===== src/rtl/sample_reader_pkg.sv =====
// Shared definitions for the sample readout controller: state encoding,
// counter widths and parameter defaults.
package sample_reader_pkg;

  typedef enum logic [2:0] {
    ST_IDLE       = 3'd0,
    ST_WAIT_VALID = 3'd1,
    ST_SEND       = 3'd2,
    ST_WAIT_DONE  = 3'd3,
    ST_NEXT       = 3'd4,
    ST_DONE       = 3'd5,
    ST_ERROR      = 3'd6
  } state_e;

  localparam int NEXT_LEN_DEF = 2;
  localparam int TIMEOUT_DEF  = 255;
  localparam int COUNT_W      = 11;
  localparam int TIMER_W      = 8;
  // Cycles after an accepted start during which i_idle is still expected high.
  localparam logic [1:0] START_GUARD = 2'd2;

endpackage


===== src/rtl/sample_reader_pulse_stretcher.sv =====
// Turns a one-cycle trigger into a registered pulse LEN cycles long;
// o_last flags the final high cycle so the caller can move on.
module pulse_stretcher #(
  parameter int LEN = 2
) (
  input  logic i_clock,
  input  logic i_reset,
  input  logic i_trig,
  input  logic i_clear,
  output logic o_pulse,
  output logic o_last
);

  localparam int CW = $clog2(LEN + 1);
  localparam logic [CW-1:0] ONE = CW'(1);

  logic [CW-1:0] cnt_q, cnt_d;
  logic          pulse_q, pulse_d;

  always_comb begin
    cnt_d = cnt_q;
    if (i_clear) begin
      cnt_d = '0;
    end else if (i_trig) begin
      cnt_d = CW'(LEN);
    end else if (cnt_q != '0) begin
      cnt_d = cnt_q - ONE;
    end
    pulse_d = (cnt_d != '0);
  end

  always_ff @(posedge i_clock) begin
    if (i_reset) begin
      cnt_q   <= '0;
      pulse_q <= 1'b0;
    end else begin
      cnt_q   <= cnt_d;
      pulse_q <= pulse_d;
    end
  end

  assign o_pulse = pulse_q;
  assign o_last  = pulse_q && (cnt_q == ONE);

endmodule


===== src/rtl/sample_reader.sv =====
// Reads NUM_SAMPLES samples out of a handshaking sampler and forwards each
// one to a serial transmitter, with timeout and sampler-abort detection.
module sample_reader
  import sample_reader_pkg::*;
#(
  parameter int DATA_SIZE   = 8,
  parameter int NUM_SAMPLES = 1024,
  parameter int NEXT_LEN    = NEXT_LEN_DEF,
  parameter int TIMEOUT     = TIMEOUT_DEF
) (
  input  logic                 i_clock,
  input  logic                 i_reset,
  input  logic                 i_start,
  input  logic                 i_valid,
  input  logic [DATA_SIZE-1:0] i_data,
  input  logic                 i_idle,
  output logic                 o_next,
  output logic [DATA_SIZE-1:0] o_tx_data,
  output logic                 o_tx_start,
  input  logic                 i_tx_done,
  output logic                 o_busy,
  output logic                 o_done,
  output logic                 o_error,
  output logic [COUNT_W-1:0]   o_count
);

  localparam logic [COUNT_W-1:0] COUNT_MAX   = COUNT_W'(NUM_SAMPLES);
  localparam logic [TIMER_W-1:0] TIMER_LIMIT = TIMER_W'(TIMEOUT);

  state_e               state_q, state_d;
  logic                 last_valid_q;
  logic [DATA_SIZE-1:0] buf_q, buf_d;
  logic [COUNT_W-1:0]   count_q, count_d;
  logic [TIMER_W-1:0]   timer_q, timer_d, timer_next;
  logic [1:0]           guard_q, guard_d;
  logic                 tx_start_q, done_q, error_q, busy_q;
  logic                 valid_rise, next_trig, next_clear, next_last;

  assign valid_rise = i_valid && !last_valid_q;

  always_comb begin
    // NOTE: every combinational output gets a default before the case so no
    // path leaves it unassigned, which would otherwise infer a latch.
    state_d    = state_q;
    buf_d      = buf_q;
    count_d    = count_q;
    timer_d    = timer_q;
    guard_d    = (guard_q != '0) ? guard_q - 2'd1 : '0;
    timer_next = (timer_q == '1) ? timer_q : timer_q + TIMER_W'(1);

    case (state_q)
      ST_IDLE, ST_ERROR: begin
        if (i_start) begin
          state_d = ST_WAIT_VALID;
          count_d = '0;
          guard_d = START_GUARD;
        end
      end
      ST_WAIT_VALID: begin
        if (i_idle && guard_q == '0) begin
          state_d = ST_ERROR;
        end else if (valid_rise) begin
          buf_d   = i_data;
          state_d = ST_SEND;
        end else if (timer_next == TIMER_LIMIT) begin
          state_d = ST_ERROR;
        end else begin
          timer_d = timer_next;
        end
      end
      ST_SEND: state_d = ST_WAIT_DONE;
      ST_WAIT_DONE: begin
        if (i_tx_done) begin
          count_d = (count_q == COUNT_MAX) ? count_q : count_q + COUNT_W'(1);
          state_d = (count_d == COUNT_MAX) ? ST_DONE : ST_NEXT;
        end
      end
      ST_NEXT: begin
        if (i_idle) begin
          state_d = ST_ERROR;
        end else if (next_last) begin
          state_d = ST_WAIT_VALID;
        end
      end
      ST_DONE: state_d = ST_IDLE;
      default: state_d = ST_IDLE;
    endcase

    // Every entry into WAIT_VALID starts a fresh timeout window.
    if (state_d == ST_WAIT_VALID && state_q != ST_WAIT_VALID) begin
      timer_d = '0;
    end
  end

  // The stretcher fires on entry to NEXT and is cut short on any other exit.
  assign next_trig  = (state_d == ST_NEXT) && (state_q != ST_NEXT);
  assign next_clear = (state_d != ST_NEXT);

  pulse_stretcher #(
    .LEN (NEXT_LEN)
  ) u_next (
    .i_clock (i_clock),
    .i_reset (i_reset),
    .i_trig  (next_trig),
    .i_clear (next_clear),
    .o_pulse (o_next),
    .o_last  (next_last)
  );

  always_ff @(posedge i_clock) begin
    // NOTE: sequential state uses non-blocking assignments so every flop
    // samples pre-edge values regardless of statement order.
    if (i_reset) begin
      state_q      <= ST_IDLE;
      last_valid_q <= 1'b0;
      buf_q        <= '0;
      count_q      <= '0;
      timer_q      <= '0;
      guard_q      <= '0;
      tx_start_q   <= 1'b0;
      done_q       <= 1'b0;
      error_q      <= 1'b0;
      busy_q       <= 1'b0;
    end else begin
      state_q      <= state_d;
      last_valid_q <= i_valid;
      buf_q        <= buf_d;
      count_q      <= count_d;
      timer_q      <= timer_d;
      guard_q      <= guard_d;
      tx_start_q   <= (state_d == ST_SEND);
      done_q       <= (state_d == ST_DONE);
      error_q      <= (state_d == ST_ERROR);
      busy_q       <= (state_d != ST_IDLE) && (state_d != ST_ERROR);
    end
  end

  assign o_tx_data  = buf_q;
  assign o_tx_start = tx_start_q;
  assign o_done     = done_q;
  assign o_error    = error_q;
  assign o_busy     = busy_q;
  assign o_count    = count_q;

endmodule

===== config.mk =====
export PLATFORM = sky130hd
export DESIGN_NAME = sample_reader
export DESIGN_NICKNAME = d
export VERILOG_FILES = /design/src/rtl/sample_reader_pkg.sv /design/src/rtl/sample_reader_pulse_stretcher.sv /design/src/rtl/sample_reader.sv
export SDC_FILE = /design/constraint.sdc
export NUM_CORES = 1
export LEC_CHECK = 0
export ABC_CLOCK_PERIOD_IN_PS = 2400
export BUFFER_PORTS_ARGS = -buffer_cell sky130_fd_sc_hd__buf_2
export CORE_MARGIN = 4
export CORE_UTILIZATION = 51
export DETAILED_ROUTE_END_ITERATION = 10
export PLACE_DENSITY = 0.81
export REMOVE_ABC_BUFFERS = 1
export SYNTH_ARGS = -nofsm -noshare
export SYNTH_HDL_FRONTEND = slang
export SYNTH_SLANG_ARGS = --single-unit

===== constraint.sdc =====
create_clock -name i_clock -period 2.4 [get_ports i_clock]
set_clock_uncertainty 0.15 [all_clocks]
set_input_delay 0.12 -clock i_clock [delete_from_list [all_inputs] [get_ports i_clock]]
set_output_delay 0.12 -clock i_clock [all_outputs]
set_load 0.1 [all_outputs]

# ---- Yosys cells after proc, flatten, opt, wreduce, memory -nomap -nowiden
# Cells that the tools add are included.
dict set report totals {
  register_bits 40
  in_bits 14
  word_cells 79
  out_inout_bits 24
}
dict set report classes {
  n_reduce_logical 19
  addsub 4
  n_mux 20
  eq_ne 21
  bitwise 3
}
# cell count
set op_table {}
lappend op_table {{$mux W11} 3}
lappend op_table {{$eq A11 B11 Y1 const B} 2}
lappend op_table {{$pmux W11 S2} 1}
lappend op_table {{$mux W3} 7}
lappend op_table {{$eq A8 B8 Y1 const B} 2}
lappend op_table {{$eq A3 B3 Y1 const B} 5}
lappend op_table {{$pmux W3 S5} 1}
lappend op_table {{$mux W2} 6}
lappend op_table {{$add A11 B1 Y11 const B} 1}
lappend op_table {{$eq A3 B2 Y1 const B} 3}
lappend op_table {{$ne A3 B3 Y1 const B} 3}
lappend op_table {{$add A8 B1 Y8 const B} 1}
lappend op_table {{$mux W8} 1}
lappend op_table {{$reduce_bool A2 Y1} 4}
lappend op_table {{$eq A3 B1 Y1 const B} 2}
lappend op_table {{$logic_and A1 B1 Y1} 6}
lappend op_table {{$reduce_and A3 Y1} 2}
lappend op_table {{$ne A2 B2 Y1 const B} 2}
lappend op_table {{$reduce_and A4 Y1} 1}
lappend op_table {{$reduce_or A2 Y1} 2}
lappend op_table {{$sub A2 B1 Y2 const B} 2}
lappend op_table {{$logic_not A3 Y1} 1}
lappend op_table {{$ne A3 B1 Y1 const B} 1}
lappend op_table {{$not A1 Y1} 3}
lappend op_table {{5 further kinds} 5}

# ---- Longest topological paths before layout
# Gate-level depths: netlist of run 1.
dict set report logic_depth {
  ltp_word 12
  mapped_depth 8
}

# ---- Modules after synthesis
# A second synthesis of run 1 with hierarchy kept.
dict set report hier_totals {
  cells_unflattened 285
  area_unflattened_um2 2288.4
}
# module n_inst area_per_inst_um2 cells_each seq_area_each_um2
set modules_own_cells {}
lappend modules_own_cells {sample_reader 1 2183.3 274 740.7}
lappend modules_own_cells {pulse_stretcher 1 105.1 11 60.1}

# ---- Least setup slack after synthesis of run 1
# No wires, ideal clock.
dict set report synth_path {
  path_kind {register -> register}
  startpoint {register count_q[0], in the netlist o_count[0]}
  endpoint {register error_q, in the netlist o_error}
  stages_incl_launch_ff 8
  setup_slack_ns -0.533
  t_arrival_ns 2.667
  setup_time_ns 0.117
  path_buffers 0
  cell_sequence {dfxtp_1 > ha_1 > nand3_1 > or2_2 > o21ai_0 > o2111ai_1 > and2_1 > and3b_2}
}
dict set report synth_via {
  elab_chain_len 7
}
# element line_no
set synth_rtl {}
lappend synth_rtl {{start: declaration} sample_reader.sv:33} ;# logic [COUNT_W-1:0] count_q, count_d;
lappend synth_rtl {{start signal: assignment} sample_reader.sv:128} ;# count_q <= count_d;
lappend synth_rtl {{$add A11 B1 Y11 / $eq A11 B11 Y1 (equally long branches)} sample_reader.sv:74} ;# count_d = (count_q == COUNT_MAX) ? count_q : count_q + COUNT_W'(1);
lappend synth_rtl {{$mux W11 (*)} sample_reader.sv:74}
lappend synth_rtl {{$eq A11 B11 Y1 (*)} sample_reader.sv:75} ;# state_d = (count_d == COUNT_MAX) ? ST_DONE : ST_NEXT;
lappend synth_rtl {{$mux W1 (*)} sample_reader.sv:75}
lappend synth_rtl {{$mux W3 (*)} sample_reader.sv:73} ;# if (i_tx_done) begin
lappend synth_rtl {{$pmux W3 S5 (*)} sample_reader.sv:51} ;# case (state_q)
lappend synth_rtl {{$eq A3 B3 Y1 (*)} sample_reader.sv:133} ;# error_q <= (state_d == ST_ERROR);
lappend synth_rtl {{end signal: assignment} sample_reader.sv:133}
lappend synth_rtl {{end: declaration} sample_reader.sv:36} ;# logic tx_start_q, done_q, error_q, busy_q;
# Mark *: on every way between the ends. The rest lies on a longest branch, timed or not.
# A chain may end at the register's enable or synchronous reset.

# ---- Worst setup path after layout of run 1
dict set report layout_path {
  startpoint {register timer_q[1]}
  endpoint {register u_next.pulse_q, in the netlist u_next.o_pulse}
}
dict set report layout_via {
  elab_chain_len 12
}
# element line_no
set layout_rtl {}
lappend layout_rtl {{start: declaration} sample_reader.sv:34} ;# logic [TIMER_W-1:0] timer_q, timer_d, timer_next;
lappend layout_rtl {{start signal: assignment} sample_reader.sv:129} ;# timer_q <= timer_d;
lappend layout_rtl {{$add A8 B1 Y8 / $eq A8 B8 Y1 (equally long branches)} sample_reader.sv:49} ;# timer_next = (timer_q == '1) ? timer_q : timer_q + TIMER_W'(1);
lappend layout_rtl {{$mux W8 (*)} sample_reader.sv:49}
lappend layout_rtl {{$eq A8 B8 Y1 (*)} sample_reader.sv:65} ;# end else if (timer_next == TIMER_LIMIT) begin
lappend layout_rtl {{$mux W3 (*)} sample_reader.sv:65}
lappend layout_rtl {{$mux W3 (*)} sample_reader.sv:62} ;# end else if (valid_rise) begin
lappend layout_rtl {{$mux W3 (*)} sample_reader.sv:60} ;# if (i_idle && guard_q == '0) begin
lappend layout_rtl {{$pmux W3 S5 (*)} sample_reader.sv:51}
lappend layout_rtl {{$eq A3 B3 Y1} sample_reader.sv:96} ;# assign next_trig = (state_d == ST_NEXT) && (state_q != ST_NEXT);
lappend layout_rtl {{$logic_and A1 B1 Y1} sample_reader.sv:96}
lappend layout_rtl {{$mux W2} sample_reader_pulse_stretcher.sv:24} ;# end else if (i_trig) begin
lappend layout_rtl {{$mux W2 (*)} sample_reader_pulse_stretcher.sv:22} ;# if (i_clear) begin
lappend layout_rtl {{$reduce_bool A2 Y1 (*)} sample_reader_pulse_stretcher.sv:29} ;# pulse_d = (cnt_d != '0);
lappend layout_rtl {{end signal: assignment} sample_reader_pulse_stretcher.sv:38} ;# pulse_q <= pulse_d;
lappend layout_rtl {{end: declaration} sample_reader_pulse_stretcher.sv:18} ;# logic pulse_q, pulse_d;
# Marks and branches as above.

==> summary.txt, run 1 <==
Yosys
  • Top_reg_cell synth: dfxtp_1
  • Synth warnings: 0
  • Post-synthesis cell area: 0.002292 sq mm
  • Synth area leader: dfxtp_1
  • Synth unique cells: 60
  • Synth top cells by count: dfxtp_1, nor2_1, a21oi_1
  • Post-Synthesis Cells: 280
  • Top-area cell type share of the netlist area: 0.3493
  • Register area share after synthesis: 0.3493
  • Synth async-reset ratio: 0
  • Count leader, synth: dfxtp_1
  • Post-synth EDFFs: 0
  • Top cells by area, synth: dfxtp_1, nor2_1, mux2i_1
  • Syn Area/Cell: about 8.2 sq um
  • Yosys reg bits: 40

Placed design
  • Setup Slack @ Placement: 0.03005 ns
  • Hpwl dp: ~4.3 mm
  • I/O Buffers: 37
  • Post-placement cell count: 378
  • Placement Cell Area: between 0.002 and 0.003 sq mm
  • GPL Wtd Cong: roughly 0.95

Final layout
  • Final #Nets: 360
  • Area Overhead vs Synth: 24.95%
  • # diodes: 0
  • Final Non-Filler Cells: approximately 400
  • Final instance area: about 0.0029 sq mm
  • Layout cells sized above 1: 0.2682

Worst setup path
  • R2R cell count: 7
  • Crit path DAT: 2.34 ns
  • Worst Path Max Fanout: 7
  • Cells along the critical path: buf_4 -> nand3_2 -> or4_4 -> o211a_2 -> o31ai_4 -> o211ai_2 -> nor4_1
  • Crit end category: flop
  • CP required: 2.45 ns
  • CP Class: reg -> reg
  • CP max stage delay: about 0.45 ns
  • Critical path buffer and inverter count: 1
  • CP delay by family, top: simple AND/OR/NAND/NOR gates
  • Critical path depth: 7
  • Startpoint Class: flop
  • Crit path max-delay cell type: or4_4

Power
  • Worst vdd ir: 0.4042 mV
  • Gate power share: 0.283
  • Switching share of power: 0.3516
  • Leak: 0.001106 uW
  • Flop pwr share: 0.456
  • Pint: 1039 uW
  • Power Density: 559.4 mW/mm^2
  • Power share of the clock group: 0.261
  • Switching power: between 500 and 600 uW

STA
  • Worst slew margin: 0.5535
  • Ratio of final minimum period to clock period: 0.9572
  • Minimum clock period after layout: 2.297 ns
  • RSZ-0062 raised after global routing: true
  • Final setup fails: 0
  • F_max: between 0.4 and 0.5 GHz
  • Slew @ Worst Pin: between 0.6 and 0.7 ns
  • Post-route setup slack: about 0.10 ns
  • Final Hold Vio Count: 0
  • Hold WS: between 0.15 and 0.2 ns
  • Fin. max-slew vios: 0

Global routing
  • Met1 track demand over resource: 0.2813
  • Met3 GRT Util: 0.03872
  • Vias in the first global route: between 2000 and 2500
  • M2 GR Usage: 0.3733
  • Largest net degree at the start of global routing: 23
  • Grt total ovfl: 0
  • First-pass GRT wire length: between 9 and 10 mm
  • GRT busiest layer: met2
  • Gr usage total: 0.2218
  • Antenna violations before repair: 0

Clock tree
  • Clock Path Buffers: 2
  • CTS H-tree depth: 2
  • Total CTS buffers: 5
  • Clk_lat worst skew: 0.29 ns
  • # Post-CTS Setup Buffers: 0
  • CTS tree: done
  • Clock Pin Slew Worst Setup and Hold Paths: around 0.07 ns
  • CTS Sinks: 40
  • Clock root buffer: clkbuf_8

Drt
  • DR vias/cell: ~6
  • DR DRC count: 0
  • DRT iter0 DRCs: ~170
  • Post-Route WL: 5.775 mm
  • First-pass iteration count of the detailed router: 4
  • Post-route ant nets: 0
  • WL per Instance: about 15 microns
  • Vias post-DR: about 2300

Min path
  • Hold depth: 4
  • Hold Path Class: in -> reg

Floorplan
  • Die width: approximately 75 microns
  • Core area: ~0.0044 sq mm
  • Die Area: about 0.0056 sq mm
  • Initial Utilization: 0.5264
  • Rows: 24
  • Ports: 38
  • Height of the die: 75.04 microns

Run
  • Reported max-cap violation count: 0

Run status
  • Outcome: finished, final reports clean
## per-layer routing
metal / vias up / part of all wire
met3: 13 / 0.046
met2: 60 / 0.50
li1: 1165 / -
met4: 0 / 0.019
met5: - / 0
met1: 1095 / 0.43
## stage by stage
stage,utilization,setup TNS (ns),total power (uW)
floorplan,-,-3.953,1062
global placement,0.6078,0,1159
detailed placement,0.6078,0,1167
CTS,0.6486,0,1595
global route,0.6578,-0.003952,1688
finish,0.6578,0,1602
## power groups by stage
stage	sequential (uW)	clock (uW)	combinational [uW]
after floorplan	863	0	198
after global placement	743	0	417
after detailed placement	743	0	424
after CTS	728	429	439
after global routing	737	461	489
final	731	418	454
## sequential cells by signal, indices dropped and copies added, names as in the netlist
name	cells
guard_q	2
state_q	3
o_done	1
o_tx_data	8
o_busy	1
o_error	1
o_tx_start	1
o_count	11
last_valid_q	1
u_next.o_pulse	1
u_next.cnt_q	2
timer_q	8
## cell type report
| type | count | area (sq um) |
|---|---|---|
| Fill cell | 371 | 1490 |
| Multi-Input combinational cell | 221 | 1453 |
| Sequential cell | 40 | 807.0 |
| Timing Repair Buffer | 66 | 427.9 |
| Clock buffer | 6 | 72.57 |
| Tap cell | 52 | 65.06 |
| Inverter | 9 | 33.78 |
| Clock inverter | 1 | 5.005 |
## worst paths after layout
path | slack (ns) | endpoint | from
max | 0.10 | u_next.o_pulse$_SDFF_PP0_ | timer_q[1]$_SDFFE_PP0P_
min | 0.19 | guard_q[1]$_SDFF_PP0_ | i_start
min reg2reg | 0.33 | guard_q[0]$_SDFF_PP0_ | guard_q[0]$_SDFF_PP0_
max reg2reg | 0.10 | u_next.o_pulse$_SDFF_PP0_ | timer_q[1]$_SDFFE_PP0P_
## worst register-to-register path, cell delays in order, from the launching register on
cell	delay, ns
dfxtp_1	0.38
buf_4	0.15
nand3_2	0.14
or4_4	0.46
o211a_2	0.16
o31ai_4	0.37
o211ai_2	0.15
nor4_1	0.24
## layout by cell type (no fill, tap or decap), types with 8 or more instances in the layout
master         netlist  routed
dlygate4sd3_1        0      10
a21oi_1             19      19
o21ai_0             16      16
nand2_1             15      15
nor2_1              32      31
dfxtp_1             40      35
buf_4                0      19
a31oi_1              8       8
nor3_1              10      10
buf_2                1      37
mux2i_1             11      11
or3_1                8       8
inv_1                9       9
## cell families after synthesis
group | Yosys count | synth area share
adder cells (fa/ha/maj) | 3 | 0.01638
XOR/XNOR | 2 | 0.007643
multiplexers | 12 | 0.05295
AND/OR/NAND/NOR | 127 | 0.3101
AO/OA/AOI/OAI | 77 | 0.2320
flip-flops | 40 | 0.3493
buffers and inverters | 19 | 0.03166
## what timing repair did
action                                 4_1_cts  5_1_grt
hold buffers                                10        0
setup endpoints to repair                    0       12
endpoints found under the hold margin       12        0
gates resized for setup                      0       12
(Power assumes the default switching activity.)
==> inputs of run 2 (changes only) <==
--- a/config.mk
+++ b/config.mk
@@ -14,4 +14,5 @@
 export REMOVE_ABC_BUFFERS = 1
 export SYNTH_ARGS = -nofsm -noshare
 export SYNTH_HDL_FRONTEND = slang
+export SYNTH_HIERARCHICAL = 1
 export SYNTH_SLANG_ARGS = --single-unit
==> summary.txt, run 2 <==
Run status
  • Outcome: finished, final reports clean

Yosys
  • Post-synthesis cell area: 0.002288 sq mm (-0.16%)
  • Yosys reg bits: 40 (unchanged)
  • Syn Area/Cell: 8.030 sq um (-1.9%)
  • Register area share after synthesis: 0.3499 (+0.0005730)
  • Synth area leader: dfxtp_1
  • Synth warnings: 6 (+6)
  • Post-Synthesis Cells: 285 (+1.8%)
  • Top-area cell type share of the netlist area: 0.3499 (+0.0005730)
  • Post-synth EDFFs: 0 (unchanged)
  • Top_reg_cell synth: dfxtp_1
  • Synth unique cells: 51 (-15%)
  • Synth async-reset ratio: 0 (unchanged)
  • Synth top cells by count: dfxtp_1, nor2_1, nand2_1
  • Top cells by area, synth: dfxtp_1, nor2_1, nand2b_1

Placed design
  • Hpwl dp: 4.074 mm (-4.3%)
  • I/O Buffers: 37 (unchanged)
  • Post-placement cell count: 398 (+5.3%)
  • GPL Wtd Cong: 0.8564 (-9.9%)
  • Setup Slack @ Placement: -0.2205 ns (-0.2506 ns)

Final layout
  • Final #Nets: 384 (+6.7%)
  • Layout cells sized above 1: 0.3106 (+0.04241)
  • Filler Cells Inserted: 293 (-21%)
  • # diodes: 0 (unchanged)
  • Max FFs per register: 11 (unchanged)
  • Final Non-Filler Cells: 419 (+6.1%)
  • Finished Core Util: 0.7037 (+0.04598)
  • Most frequent cells in the layout: buf_4, nor2_1, buf_2, dfxtp_1, nand2_1
  • Area Overhead vs Synth: 33.90%
  • Most common cell after layout, fill and taps aside: buf_4

STA
  • Hold WS: 0.07651 ns (-0.1174 ns)
  • Ratio of final minimum period to clock period: 0.9817 (+0.02447)
  • TNS Setup: 0 ns (unchanged)
  • F_max: 0.4244 GHz (-2.5%)
  • Final setup fails: 0 (unchanged)
  • Fin. max-slew vios: 0 (unchanged)
  • Post-route setup slack: 0.04397 ns (-0.05873 ns)
  • Final Hold Vio Count: 0 (unchanged)
  • Minimum clock period after layout: 2.356 ns (+0.05873 ns)
  • Worst slew margin: 0.5791 (+0.02554)
  • Slew @ Worst Pin: 0.6248 ns (-0.04245 ns)

Worst setup path
  • CP delay by family, top: simple AND/OR/NAND/NOR gates
  • Crit path max-delay cell type: dfxtp_2
  • Cells along the critical path: ha_2 -> buf_4 -> o2111ai_1 -> a31oi_1 -> nand2_1 -> nor2_2 -> a221oi_2 -> buf_4 -> nor2_4 -> and3_4 -> nor4_4
  • Crit path DAT: 2.41 ns (+0.07 ns)
  • Flop2flop setup slack: 0.04 ns (-0.06 ns)
  • Most frequent CP cell: buf_4
  • CP max stage delay: 0.32 ns (-0.13 ns)
  • Worst Path Max Fanout: 5 (-2)
  • R2r startpoint: timer_q[0]$_SDFFE_PP0P_
  • R2R cell count: 11 (+4)
  • CP Class: reg -> reg
  • Worst R2R End: u_next/cnt_q[0]$_SDFF_PP0_
  • Critical path buffer and inverter count: 2 (+1)
  • Startpoint Class: flop
  • CP required: 2.46 ns (about the same)
  • Crit end category: flop

Power
  • Power share of the clock group: 0.330 (+0.069)
  • Switching share of power: 0.3362 (-0.01542)
  • Leak: 0.001265 uW (+14%)
  • Worst vdd ir: 0.7066 mV (+75%)
  • Flop pwr share: 0.368 (-0.088)
  • Switching power: 660.2 uW (+17%)
  • Gate power share: 0.302 (+0.019)
  • Power Density: 640.8 mW/mm^2 (+15%)
  • Pint: 1303 uW (+25%)

Drt
  • Vias post-DR: 2446 (+4.8%)
  • Post-route ant nets: 0 (unchanged)
  • First-pass iteration count of the detailed router: 7 (+3)
  • Highest metal layer with signal wires: met4
  • DR vias/cell: 5.838 (-1.2%)
  • Post-Route WL: 6.534 mm (+13%)
  • DRT iter0 DRCs: 213 (+26%)
  • DR DRC count: 0 (unchanged)
  • WL met1: 2.582 mm (+4.1%)
  • Metal2 WL: 3.405 mm (+17%)
  • WL per Instance: 15.59 microns (+6.7%)
  • Met3 wire length: 355 microns (+32%)

Floorplan
  • Height of the die: 74.99 microns (about the same)
  • Initial Utilization: 0.5256 (-0.0008619)
  • Die Area: 0.005623 sq mm (-0.15%)
  • Rows: 24 (unchanged)
  • Die width: 74.99 microns (about the same)
  • Ports: 38 (unchanged)
  • Core area: 0.004354 sq mm (unchanged)

Clock tree
  • Total CTS buffers: 5 (unchanged)
  • Clock root buffer: clkbuf_8
  • CTS tree: done
  • Clock Path Buffers: 2 (unchanged)
  • Clock Pin Slew Worst Setup and Hold Paths: 0.08 ns (about the same)
  • CTS Sinks: 40 (unchanged)
  • Clk_lat worst skew: 0.29 ns (about the same)
  • CTS H-tree depth: 2 (unchanged)

Global routing
  • Largest net degree at the start of global routing: 24 (+4.3%)
  • Antenna violations before repair: 0 (unchanged)
  • Gr usage total: 0.2272 (+0.005349)
  • Vias in the first global route: 2237 (+5.0%)
  • First-pass GRT wire length: 9.867 mm (+1.4%)
  • Grt total ovfl: 0 (unchanged)

Min path
  • WHS Endpoint: o_count[9]$_SDFFE_PP0P_
  • Hold depth: 2 (-2)
  • Hold Path Class: in -> reg
  • Min-delay src: i_reset

Run
  • Reported max-cap violation count: 0 (unchanged)
## run 2: changes by cell type in the layout (fill, tap and decap cells not counted), moves of 4 or more
cell / change
buf_4: +25
nand2b_1: +14
nand2_1: +12
or3_1: -8
a21oi_1: -7
nor2_1: +7
nand3_1: +6
nor4b_1: -4
or4_1: -4
xnor2_1: +4
## run 2: final cells by class
cell class | count | area, sq um | area share
clock buffer | 5 | 68.82 | 0.02246
inverter | 9 | 33.78 | 0.01102
multi-input combinational | 221 | 1423 | 0.4643
clock inverter | 2 | 60.06 | 0.01960
sequential | 40 | 808.3 | 0.2638
tap | 52 | 65.06 | 0.02123
timing repair buffer | 90 | 605.6 | 0.1976
## run 2: worst max-delay path by stage
stage	cells after the start	endpoint	startpoint	slack (ns)
floorplan	7	o_tx_start$_SDFF_PP0_	o_count[0]$_SDFFE_PP0P_	-0.85
global placement	7	o_tx_start$_SDFF_PP0_	o_count[0]$_SDFFE_PP0P_	-0.06
detailed placement	7	o_tx_start$_SDFF_PP0_	o_count[0]$_SDFFE_PP0P_	-0.22
CTS	10	u_next/cnt_q[0]$_SDFF_PP0_	timer_q[0]$_SDFFE_PP0P_	0.0004
global route	12	u_next/cnt_q[1]$_SDFF_PP0_	timer_q[0]$_SDFFE_PP0P_	-0.09
finish	11	u_next/cnt_q[0]$_SDFF_PP0_	timer_q[0]$_SDFFE_PP0P_	0.04
## run 2: cell families after synthesis
family | Yosys count | share of synthesized area
and+or+nand+nor | 142 | 0.3280
AOI/OAI and AO/OA | 57 | 0.1793
DFF | 40 | 0.3499
buffers and inverters | 25 | 0.05139
muxes | 11 | 0.04812
xor gates and xnor gates | 7 | 0.02679
adders and majority gates | 3 | 0.01640
## run 2: metrics by stage
stage | total power, uW | instance area (sq um)
final | 1964 | 3064
after global routing | 2036 | 3064
after CTS | 1915 | 3013
after detailed placement | 1252 | 2755
after global placement | 1241 | 2755
after floorplan | 1116 | 2205
## run 2: power groups by stage
stage	Clock [uW]	Sequential, uW	Combinational (uW)
final	647	723	593
after global routing	686	726	624
after CTS	649	720	547
after detailed placement	0	734	518
after global placement	0	733	507
after floorplan	0	924	192
## run 2: timing repair
| item | 4_1_cts | 5_1_grt |
|---|---|---|
| hold buffers | 9 | 0 |
| buffers inserted | 3 | 1 |
| setup endpoints to repair | 12 | 12 |
| pin swaps | 3 | 8 |
| endpoints found under the hold margin | 9 | 0 |
| resized for setup | 7 | 10 |
| cloned | 0 | 1 |
## run 2: worst register-to-register path, cell delays in order (launching register included)
cell and delay, ns:
dfxtp_2 0.32, ha_2 0.18, buf_4 0.15, o2111ai_1 0.21, a31oi_1 0.09, nand2_1 0.16, nor2_2 0.08, a221oi_2 0.30
buf_4 0.18, nor2_4 0.04, and3_4 0.18, nor4_4 0.24
## run 2: per-layer routing
metal  vias to the layer above  GRT usage
li1                       1179          -
met5                         -          0
met2                        93     0.3907
met3                        20    0.04539
met1                      1154     0.2671
met4                         0     0.1146
